### src/rtl/game_flow_ctrl_pkg.sv
// Shared definitions for the Arkanoid game sequencer: phase encoding and counter widths.
package game_flow_ctrl_pkg;

    typedef enum logic [2:0] {
        S_TITLE  = 3'd0,
        S_LOAD   = 3'd1,
        S_SETTLE = 3'd2,
        S_SERVE  = 3'd3,
        S_PLAY   = 3'd4,
        S_LOST   = 3'd5,
        S_OVER   = 3'd6,
        S_CLEAR  = 3'd7
    } state_t;

    localparam int LIVES_W  = 2;
    localparam int LEVEL_W  = 3;
    localparam int BLOCKS_W = 8;
    localparam int HOLD_W   = 8;

endpackage

### src/rtl/game_flow_ctrl_hold_timer.sv
// Frame-paced hold timer for the life-lost and level-cleared screens.
// Counts frame ticks from a clear, saturates at all-ones, flags expiry on the final tick.
module frame_hold_timer
    import game_flow_ctrl_pkg::*;
#(
    parameter int HOLD_FRAMES = 120
) (
    input  logic clock,
    input  logic reset,
    input  logic i_clear,
    input  logic i_tick,
    output logic o_done
);

    logic [HOLD_W-1:0] r_count;

    always_ff @(posedge clock) begin
        if (reset || i_clear) begin
            r_count <= '0;
        end else if (i_tick && (r_count != {HOLD_W{1'b1}})) begin
            r_count <= r_count + 1'b1;
        end
    end

    // Expiry is the tick that would take the count to HOLD_FRAMES.
    assign o_done = i_tick && (r_count == HOLD_W'(HOLD_FRAMES - 1));

endmodule

### src/rtl/game_flow_ctrl.sv
// Game phase sequencer: title/serve/play/lost/over/clear, lives and level bookkeeping,
// overlay flags and one-cycle load/re-home strobes. All outputs decode registered state.
module game_flow_ctrl
    import game_flow_ctrl_pkg::*;
#(
    parameter int LIVES       = 3,
    parameter int NUM_LEVELS  = 4,
    parameter int HOLD_FRAMES = 120
) (
    input  logic                clock,
    input  logic                reset,
    input  logic                i_frame_tick,
    input  logic                i_btn_start,
    input  logic                i_ball_lost,
    input  logic [BLOCKS_W-1:0] i_blocks_left,
    output logic                o_init,
    output logic                o_dead,
    output logic                o_win,
    output logic                o_play_en,
    output logic                o_serve,
    output logic                o_load_level,
    output logic                o_reset_ball,
    output logic [LIVES_W-1:0]  o_lives,
    output logic [LEVEL_W-1:0]  o_level
);

    state_t               r_state;
    state_t               w_state_next;
    logic                 r_btn_q;
    logic [LIVES_W-1:0]   r_lives;
    logic [LIVES_W-1:0]   w_lives_next;
    logic [LEVEL_W-1:0]   r_level;
    logic [LEVEL_W-1:0]   w_level_next;
    logic                 r_settle;
    logic                 w_settle_next;
    logic                 r_reset_ball;
    logic                 w_reset_ball_next;

    logic                 w_start_rise;
    logic                 w_hold_clear;
    logic                 w_hold_done;
    logic                 w_final_level;

    assign w_start_rise  = i_btn_start & ~r_btn_q;
    assign w_final_level = (r_level >= LEVEL_W'(NUM_LEVELS - 1));
    // Holding the timer clear outside the hold screens gives a fresh count on every entry.
    assign w_hold_clear  = (r_state != S_LOST) && (r_state != S_CLEAR);

    frame_hold_timer #(
        .HOLD_FRAMES (HOLD_FRAMES)
    ) u_hold (
        .clock   (clock),
        .reset   (reset),
        .i_clear (w_hold_clear),
        .i_tick  (i_frame_tick),
        .o_done  (w_hold_done)
    );

    always_ff @(posedge clock) begin
        if (reset) begin
            r_state      <= S_TITLE;
            r_btn_q      <= 1'b1;
            r_lives      <= LIVES_W'(LIVES);
            r_level      <= '0;
            r_settle     <= 1'b0;
            r_reset_ball <= 1'b0;
        end else begin
            r_state      <= w_state_next;
            r_btn_q      <= i_btn_start;
            r_lives      <= w_lives_next;
            r_level      <= w_level_next;
            r_settle     <= w_settle_next;
            r_reset_ball <= w_reset_ball_next;
        end
    end

    always_comb begin
        w_state_next      = r_state;
        w_lives_next      = r_lives;
        w_level_next      = r_level;
        w_settle_next     = 1'b0;
        w_reset_ball_next = 1'b0;

        case (r_state)
            S_TITLE: begin
                if (w_start_rise) begin
                    w_state_next = S_LOAD;
                    w_lives_next = LIVES_W'(LIVES);
                    w_level_next = '0;
                end
            end
            S_LOAD: begin
                w_state_next = S_SETTLE;
            end
            S_SETTLE: begin
                if (r_settle) begin
                    w_state_next = S_SERVE;
                end else begin
                    w_settle_next = 1'b1;
                end
            end
            S_SERVE: begin
                if (w_start_rise) begin
                    w_state_next = S_PLAY;
                end
            end
            S_PLAY: begin
                // A cleared board wins even if the ball drops in the same cycle.
                if (i_blocks_left == '0) begin
                    w_state_next = S_CLEAR;
                end else if (i_ball_lost) begin
                    if (r_lives > LIVES_W'(1)) begin
                        w_state_next = S_LOST;
                        w_lives_next = r_lives - 1'b1;
                    end else begin
                        w_state_next = S_OVER;
                        w_lives_next = '0;
                    end
                end
            end
            S_LOST: begin
                if (w_hold_done) begin
                    w_state_next      = S_SERVE;
                    w_reset_ball_next = 1'b1;
                end
            end
            S_OVER: begin
                if (w_start_rise) begin
                    w_state_next = S_TITLE;
                end
            end
            S_CLEAR: begin
                if (!w_final_level) begin
                    if (w_hold_done) begin
                        w_state_next = S_LOAD;
                        w_level_next = r_level + 1'b1;
                    end
                end else if (w_start_rise) begin
                    w_state_next = S_TITLE;
                end
            end
            default: begin
                w_state_next = S_TITLE;
            end
        endcase

        if (w_state_next == S_LOAD) begin
            w_reset_ball_next = 1'b1;
        end
    end

    assign o_init       = (r_state == S_TITLE);
    assign o_dead       = (r_state == S_LOST) || (r_state == S_OVER);
    assign o_win        = (r_state == S_CLEAR);
    assign o_play_en    = (r_state == S_PLAY);
    assign o_serve      = (r_state == S_SERVE);
    assign o_load_level = (r_state == S_LOAD);
    assign o_reset_ball = r_reset_ball;
    assign o_lives      = r_lives;
    assign o_level      = r_level;

endmodule

### config.mk
export PLATFORM = sky130hd
export DESIGN_NAME = game_flow_ctrl
export DESIGN_NICKNAME = d
export VERILOG_FILES = /design/src/rtl/game_flow_ctrl_pkg.sv /design/src/rtl/game_flow_ctrl_hold_timer.sv /design/src/rtl/game_flow_ctrl.sv
export SDC_FILE = /design/constraint.sdc
export NUM_CORES = 1
export LEC_CHECK = 0
export BUFFER_PORTS_ARGS = -buffer_cell sky130_fd_sc_hd__buf_4
export CORE_MARGIN = 3
export CORE_UTILIZATION = 41
export DETAILED_ROUTE_END_ITERATION = 10
export GPL_ROUTABILITY_DRIVEN = 0
export GPL_TIMING_DRIVEN = 0
export PLACE_DENSITY_LB_ADDON = 0.2
export SYNTH_ARGS = -nofsm -noshare
export SYNTH_HDL_FRONTEND = slang
export SYNTH_SLANG_ARGS = --single-unit
### constraint.sdc
create_clock -name clock -period 1.71 [get_ports clock]
set_input_delay 0.171 -clock clock [delete_from_list [all_inputs] [get_ports clock]]
set_output_delay 0.171 -clock clock [all_outputs]
set_load 0.005 [all_outputs]
== Word-level counts from Yosys, hierarchy flattened ==
Index checks and enable logic that the tools add are counted.

* Bits in registers: 19
* Input port bits: 13
* Output and inout port bits: 12
* Logic and storage cells: 68

* $add $sub $neg: 3
* $lt $le $gt $ge: 2
* Eq/ne operators: 17
* Muxes and demuxes: 24
* Bitwise gates (word level): 3
* Reductions and logical operators: 12

{| class="wikitable"
|+ Operator list
! kind !! number
|-
| 2-to-1 mux 3 bit || 12
|-
| one-hot mux 3 bit (8 select lines) || 1
|-
| == test 3 bit (second input constant) || 4
|-
| 2-to-1 mux 2 bit || 5
|-
| adder 8 x 1 -> 8 bit (second input constant) || 1
|-
| == test 8 x 7 -> 1 bit (second input constant) || 1
|-
| zero test 8 bit || 1
|-
| inequality test 8 bit (second input constant) || 1
|-
| AND reduction 4 bit || 2
|-
| == test 3 x 1 -> 1 bit (second input constant) || 2
|-
| == test 3 x 2 -> 1 bit (second input constant) || 2
|-
| inequality test 2 bit (second input constant) || 3
|-
| inequality test 3 bit (second input constant) || 2
|-
| one-hot mux 3 bit (2 select lines) || 1
|-
| 2-to-1 mux 1 bit || 4
|-
| inequality test 2 x 1 -> 1 bit (second input constant) || 2
|-
| one-hot mux 2 bit (2 select lines) || 1
|-
| nonzero test 2 bit || 2
|-
| adder 3 x 1 -> 3 bit (second input constant) || 1
|-
| >= comparator 3 x 2 -> 1 bit (second input constant) || 1
|-
| logical AND 1 bit || 3
|-
| zero test 3 bit || 1
|-
| greater-than comparator 2 x 1 -> 1 bit (second input constant) || 1
|-
| logical OR 1 bit || 2
|-
| other kinds (4) || 5
|}

== Logic depth before layout (Yosys ltp) ==
Gate-level depths: netlist of the first run.

* Depth after elaboration: 7
* Gate-level depth with buffers: 6
* Gate-level depth less buffers: 6

== Modules after synthesis ==
A second synthesis of the first run with hierarchy kept.

* Cells, all modules: 134
* Area total of the unflattened synthesis: 1113.6 um^2

{| class="wikitable"
|+ Modules (own cells, without submodules)
! module !! instances !! cells each !! area an instance (um^2) !! seq. area each (um^2)
|-
| game_flow_ctrl || 1 || 85 || 683.2 || 220.2
|-
| frame_hold_timer || 1 || 49 || 430.4 || 160.2
|}

== Worst setup path before layout of the first run ==
Ideal clock, no wire load.

* Path type: register to register
* Start: register r_level[0], in the netlist o_level[0]
* End: register r_state[1]
* Library setup time: 74 ps
* Data arrival time: 1544 ps
* Required time: 1636 ps
* Path slack: 92 ps
* Stages on the path, launching flop included: 7
* Buffers on the path: 0
* Clock period less this slack: 1618 ps
* Path through: dfxtp_1 ha_1 ha_1 a211oi_4 a21oi_1 a311o_1 a31oi_1

* Longest elaborated chain between the ends: 3

{| class="wikitable"
|+ RTL lines
! element !! line !! RTL
|-
| start: declaration || game_flow_ctrl.sv:32 || <nowiki>logic [LEVEL_W-1:0] r_level;</nowiki>
|-
| start signal: assignment || game_flow_ctrl.sv:71 || <nowiki>r_level <= w_level_next;</nowiki>
|-
| >= comparator 3 x 2 -> 1 bit || game_flow_ctrl.sv:45 || <nowiki>assign w_final_level = (r_level >= LEVEL_W'(NUM_LEVELS - 1));</nowiki>
|-
| 2-to-1 mux 3 bit || game_flow_ctrl.sv:133 || <nowiki>if (!w_final_level) begin</nowiki>
|-
| one-hot mux 3 bit (8 select lines) || game_flow_ctrl.sv:84 || <nowiki>case (r_state)</nowiki>
|-
| end signal: assignment || game_flow_ctrl.sv:68 || <nowiki>r_state <= w_state_next;</nowiki>
|-
| end: declaration || game_flow_ctrl.sv:27 || <nowiki>state_t r_state;</nowiki>
|}

No other way between the ends.
A chain may end at the register's enable or synchronous reset.

== Worst setup path in the final report of the first run ==
* Start: register r_level[1], in the netlist o_level[1]
* End: register r_state[1]

Same word-level chain as after synthesis.

==> metrics.cfg, run 1 <==
[floorplanning]
rows = 17
dieArea_um2 = 3230
die_y_um = 56.8
start_util = 0.457
dieWidth_um = 56.8
core_area_um2 = 2320
num_io_pins = 25

[critical_path]
cp-start-kind = flop
cp_slowest_cell = dfxtp_4
crit_buf_inv = 0
worstPathArrival_ns = 1.87
path_delay_family = compound AO/OA/AOI/OAI gates
max_stage_delay_ns = 0.38
worstPathRequired_ns = 1.94
crit_chain = ha_1, ha_2, a211oi_4, a21oi_1, a311o_1, a31oi_1
worstSetupEndpointType = flop
worstSetupPathDepth = 6
worstPathMaxFanout = 4
reg2reg_depth = 6
crit_type = reg -> reg

[global_routing]
overflow = 0
grt_use_met2 = 0.252
grt_util_all_layers = 0.154
antenna_found_initial = 0
grt_max_degree = 12
use_met3 = 0.0483
grt_pass1_vias = 929
grt_pass1_wl_mm = 4.00
grt.met1_usage = 0.192
grt-busiest-layer = met2

[synth]
synth_cells = 120
ys_seq_elements = 19
syn_nets = 136
syn_area_um2 = 1060
synth_edf_count = 0
synth_cell_types = 44
ys_async_sr_fraction = 0
yosysWarnings = 0
ys_seq_area_frac = 0.359
synth_top_flop_cell = dfxtp_1
avgSynthCellArea_um2 = 8.82

[finish]
final_layout_size_suffix_gt1_frac = 0.287
ff_latch_area_um2 = 388
area_growth_pct = 25.3
nFillCells = 228
multi_input_area_um2 = 621
final_area_um2 = 1330
num_antenna_cells = 0
final_common_cell = buf_4
final_cell_mix = buf_4 (28), dfxtp_1 (17), a21oi_1 (12)
final_nets = 167

[cts]
tritoncts = yes
clock_latency_ns = 0.30
htree_num_levels = 1
ctsHoldBuffers = 0
numCtsBuffers = 3
clk_pin_slew_worst_paths_ns = 0.11
clockBufferDepth = 2
cts_sinks = 19
clock-root-buffer = clkbuf_4

[timing]
drv_slew = 0
rsz0062_at_grt = no
skew_ns = 0.00271
setup_slack_ns = 0.0658
hold_violations = 0
fin_crit_sh = 0.962
tightestPinTransition_ns = 0.467
setup_viol = 0
relSlewSlack = 0.688
fmax_mhz = 608
fin_crit_ns = 1.64

[drt]
drt_iter0_drc = 35
drc = 0
viasPerCell = 5.69
wl_mm = 2.37
ant_nets = 0
vias = 1013
wl_per_cell_um = 13.3
firstDrtPassIters = 4

[pwr]
powerDensity_nw_per_um2 = 559
p_leak_nw = 0.516
peakVddDrop_mv = 0.472

[job]
maxCapViolations = 0

[placed_design]
place_area_um2 = 1270
dp_slack_ns = -0.0536
hpwl_mm = 1.80
port_buffers = 24

[outcome]
outcome = finished clean

[hold_path]
hp-class = in -> reg
hold_depth = 2

==> metal layers <==
layer / vias up / routed length, µm
met5: - / 0
met4: 0 / 12
met3: 2 / 116
met2: 24 / 1170
met1: 476 / 1070
li1: 511 / -
==> synth_stat cells, types with 2 or more instances <==
library cell,number,area share
a21oi_1,12,0.057
dfxtp_1,19,0.36
a311oi_1,2,0.017
clkbuf_1,2,0.0071
buf_4,2,0.014
o2111ai_1,2,0.017
and4_1,3,0.025
nor2b_1,2,0.012
xor2_1,3,0.025
o21ai_0,4,0.019
or3_1,4,0.024
nor4_1,2,0.012
nand4_1,3,0.018
ha_1,3,0.035
nor2_1,7,0.025
nand3_1,6,0.028
and2_1,3,0.018
a31oi_1,2,0.012
nor3_1,3,0.014
nand2_1,4,0.014
nand2b_1,3,0.018
inv_1,7,0.025
==> per-stage QoR <==
stage	cells	util	hold slack (ns)	power (mW)	TNS, ns
after floorplan	120	-	0.278	0.492	0
after global placement	172	0.549	0.378	0.527	-0.0103
after detailed placement	172	0.549	0.381	0.529	-0.101
after CTS	178	0.572	0.0494	0.759	0
after global routing	178	0.572	0.0458	0.785	0
final	178	0.572	0.0717	0.742	0
==> registers in the layout, indices dropped and copies added (netlist names) <==
name            cells
o_level             3
u_hold.r_count      8
r_btn_q             1
r_settle            1
o_reset_ball        1
r_state             3
o_lives             2
==> repair_timing <==
action,4_1_cts,5_1_grt
endpoints found under the setup margin,4,4
resized for setup,5,0
endpoints found under the hold margin,0,0
pin swaps,3,2
buffers inserted,2,0
==> layout make-up <==
cell class / instances / area share
clock inverters: 1 / 0.00377
multi-input cells: 89 / 0.468
inverters: 7 / 0.0198
clock buffers: 3 / 0.0170
flip-flops and latches: 19 / 0.292
repair buffers: 26 / 0.147
well taps: 28 / 0.0264
plain buffers: 5 / 0.0255
==> final timing paths <==
kind                from  slack (ns)          to
min          i_btn_start        0.07     r_btn_q
max reg2reg   o_level[1]        0.07  r_state[1]
min reg2reg   o_lives[0]        0.52  o_lives[0]
max           o_level[1]        0.07  r_state[1]
==> kinds of logic (layout without fill, tap and decap cells) <==
| logic type | count (synthesis) | count (layout) | synth area share |
|---|---|---|---|
| and+or+nand+nor | 49 | 49 | 0.293 |
| AOI/OAI and AO/OA | 33 | 33 | 0.221 |
| DFF | 19 | 19 | 0.359 |
| buffers and inverters | 12 | 42 | 0.0567 |
| adders and majority gates | 3 | 3 | 0.0355 |
| xor gates and xnor gates | 3 | 3 | 0.0248 |
| muxes | 1 | 1 | 0.00946 |
==> where the power goes <==
part	total [mW]	internal (mW)	switching (mW)
combinational	0.0701	0.0371	0.0330
sequential	0.446	0.444	0.00211
clock	0.226	0.0872	0.139
Power figures use the tool's default switching activity.
==> inputs of run 2 (changes only) <==
- PLACE_DENSITY: unset -> 0.62
- PLACE_DENSITY_LB_ADDON: 0.2 -> unset
==> run 2 against run 1 <==
- clock skew grew 0.0059 ns
- hold slack got worse by 0.0011 ns
- sequential power hardly changed
- largest cell class unchanged
==> metrics.cfg, run 2 (synthesis results as in run 1) <==
[timing]
setup_viol = 0  ; unchanged
hold_violations = 0  ; unchanged
rsz0062_at_grt = yes  ; was no
tightestPinTransition_ns = 0.457  ; was 0.467 ns
fin_crit_sh = 0.967  ; was 0.962
fmax_mhz = 605  ; was 608 MHz
skew_ns = 0.00861  ; was 0.00271 ns
relSlewSlack = 0.696  ; was 0.688
fin_crit_ns = 1.65  ; was 1.64 ns
drv_slew = 0  ; unchanged
tns_ns = 0  ; unchanged

[global_routing]
use_met3 = 0.0483  ; unchanged
grt.met1_usage = 0.197  ; was 0.192
antenna_found_initial = 0  ; unchanged
grt_pass1_vias = 970  ; was 929
grt_max_degree = 12  ; unchanged
grt_util_all_layers = 0.157  ; was 0.154
grt-busiest-layer = met2  ; unchanged
grt_use_met2 = 0.256  ; was 0.252
grt_pass1_wl_mm = 4.09  ; was 4.00 mm
overflow = 0  ; unchanged

[finish]
area_growth_pct = 27.5  ; was 25.3%
multi_input_area_um2 = 632  ; was 621 µm²
final_common_cell = buf_4  ; unchanged
final_nets = 169  ; was 167
final_cell_mix = buf_4 (30), dfxtp_1 (17), a21oi_1 (11)  ; was buf_4 (28), dfxtp_1 (17), a21oi_1 (12)
largest-register = u_hold.r_count  ; unchanged
num_antenna_cells = 0  ; unchanged
stdcell_count = 180  ; was 178
nFillCells = 218  ; was 228
final_layout_size_suffix_gt1_frac = 0.309  ; was 0.287
ff_latch_area_um2 = 385  ; was 388 µm²
largest_reg_flops = 8  ; unchanged

[critical_path]
reg2reg_depth = 6  ; unchanged
cp_slowest_cell = dfxtp_4  ; unchanged
crit_chain = ha_1, ha_2, a211oi_4, o32ai_2, a221o_1, a21oi_2  ; was ha_1, ha_2, a211oi_4, a21oi_1, a311o_1, a31oi_1
path_delay_family = compound AO/OA/AOI/OAI gates  ; unchanged
worstPathArrival_ns = 1.88  ; was 1.87 ns
worstPathMaxFanout = 5  ; was 4
startpoint = o_level[0]  ; was o_level[1]
worstPathRequired_ns = 1.93  ; was 1.94 ns
max_stage_delay_ns = 0.36  ; was 0.38 ns
crit_type = reg -> reg  ; unchanged
worstSetupPathDepth = 6  ; unchanged
crit_buf_inv = 0  ; unchanged
worstSetupEndpointType = flop  ; unchanged
regToRegStartpoint = o_level[0]  ; was o_level[1]
cp-start-kind = flop  ; unchanged

[placed_design]
port_buffers = 24  ; unchanged
dp_cells = 172  ; unchanged
hpwl_mm = 1.84  ; was 1.80 mm

[floorplanning]
rows = 17  ; unchanged
dieArea_um2 = 3230  ; unchanged
dieWidth_um = 56.8  ; unchanged
die_y_um = 56.8  ; unchanged
core_area_um2 = 2320  ; unchanged
num_io_pins = 25  ; unchanged
start_util = 0.457  ; unchanged

[cts]
numCtsBuffers = 3  ; unchanged
tritoncts = yes  ; unchanged
clock-root-buffer = clkbuf_4  ; unchanged
htree_num_levels = 1  ; unchanged
clock_latency_ns = 0.29  ; was 0.30 ns
clockBufferDepth = 2  ; unchanged
cts_sinks = 19  ; unchanged
clk_pin_slew_worst_paths_ns = 0.11  ; about the same

[pwr]
powerDensity_nw_per_um2 = 547  ; was 559 nW/µm²
peakVddDrop_mv = 0.394  ; was 0.472 mV
p_leak_nw = 0.535  ; was 0.516 nW
total_power_uw = 739  ; was 742 µW

[drt]
wl_per_cell_um = 13.8  ; was 13.3 µm
viasPerCell = 5.71  ; was 5.69
drt_iter0_drc = 29  ; was 35
firstDrtPassIters = 4  ; unchanged
vias = 1027  ; was 1013
ant_nets = 0  ; unchanged
drc = 0  ; unchanged
wl_mm = 2.48  ; was 2.37 mm

[outcome]
outcome = finished clean  ; unchanged

[hold_path]
hold_depth = 2  ; unchanged
hp-class = in -> reg  ; unchanged
hp-start = i_btn_start  ; unchanged

[job]
maxCapViolations = 0  ; unchanged

## run 2: changes by cell type in the layout (fill, tap and decap cells not counted), sizes merged
| cell | previous run | this run |
|---|---|---|
| buf | 29 | 31 |
## run 2: timing repair
action                                 in CTS  in global routing
resized for setup                           5                  1
hold buffers                                0                  0
buffers inserted                            4                  0
gates cloned                                0                  0
endpoints found under the hold margin       0                  0
pin swaps                                   5                  2
setup endpoints to repair                   4                  7
## run 2: metrics by stage
stage               area (µm²)  worst slack [ns]   util  hold slack (ns)
floorplan                 1060            0.0920      -            0.278
global placement          1270           -0.0136  0.549            0.378
detailed placement        1270           -0.0556  0.549            0.381
CTS                       1350            0.0188  0.581           0.0571
global route              1350           -0.0146  0.582           0.0476
finish                    1350            0.0558  0.582           0.0706
## run 2: worst paths after layout
check	to	slack [ns]
min reg2reg	o_level[1]	0.51
max reg2reg	r_state[0]	0.06
min	r_btn_q	0.07
max	r_state[0]	0.06
## run 2: area by class of cell
cell class	instances	share of cell area
multi-input cells	89	0.468
flip-flops and latches	19	0.285
repair buffers	28	0.156
well taps	28	0.0260
plain buffers	5	0.0250
inverters	7	0.0195
clock buffers	3	0.0167
clock inverters	1	0.00371
## run 2: power breakdown
part	leakage [nW]	total (mW)	switching, mW	internal (mW)
Combinational	0.362	0.0709	0.0333	0.0376
Clock	0.0177	0.220	0.133	0.0870
Sequential	0.155	0.448	0.00237	0.445
## run 2: layer usage
layer / vias up / share of wire
met2: 40 / 0.50
met3: 2 / 0.076
met5: - / 0
li1: 514 / -
met1: 471 / 0.41
met4: 0 / 0.0057
## run 2: worst register-to-register path, stage by stage, from the launching register on
cell and delay, ns:
dfxtp_4 0.36, ha_1 0.19, ha_2 0.18, a211oi_4 0.28
o32ai_2 0.12, a221o_1 0.32, a21oi_2 0.14
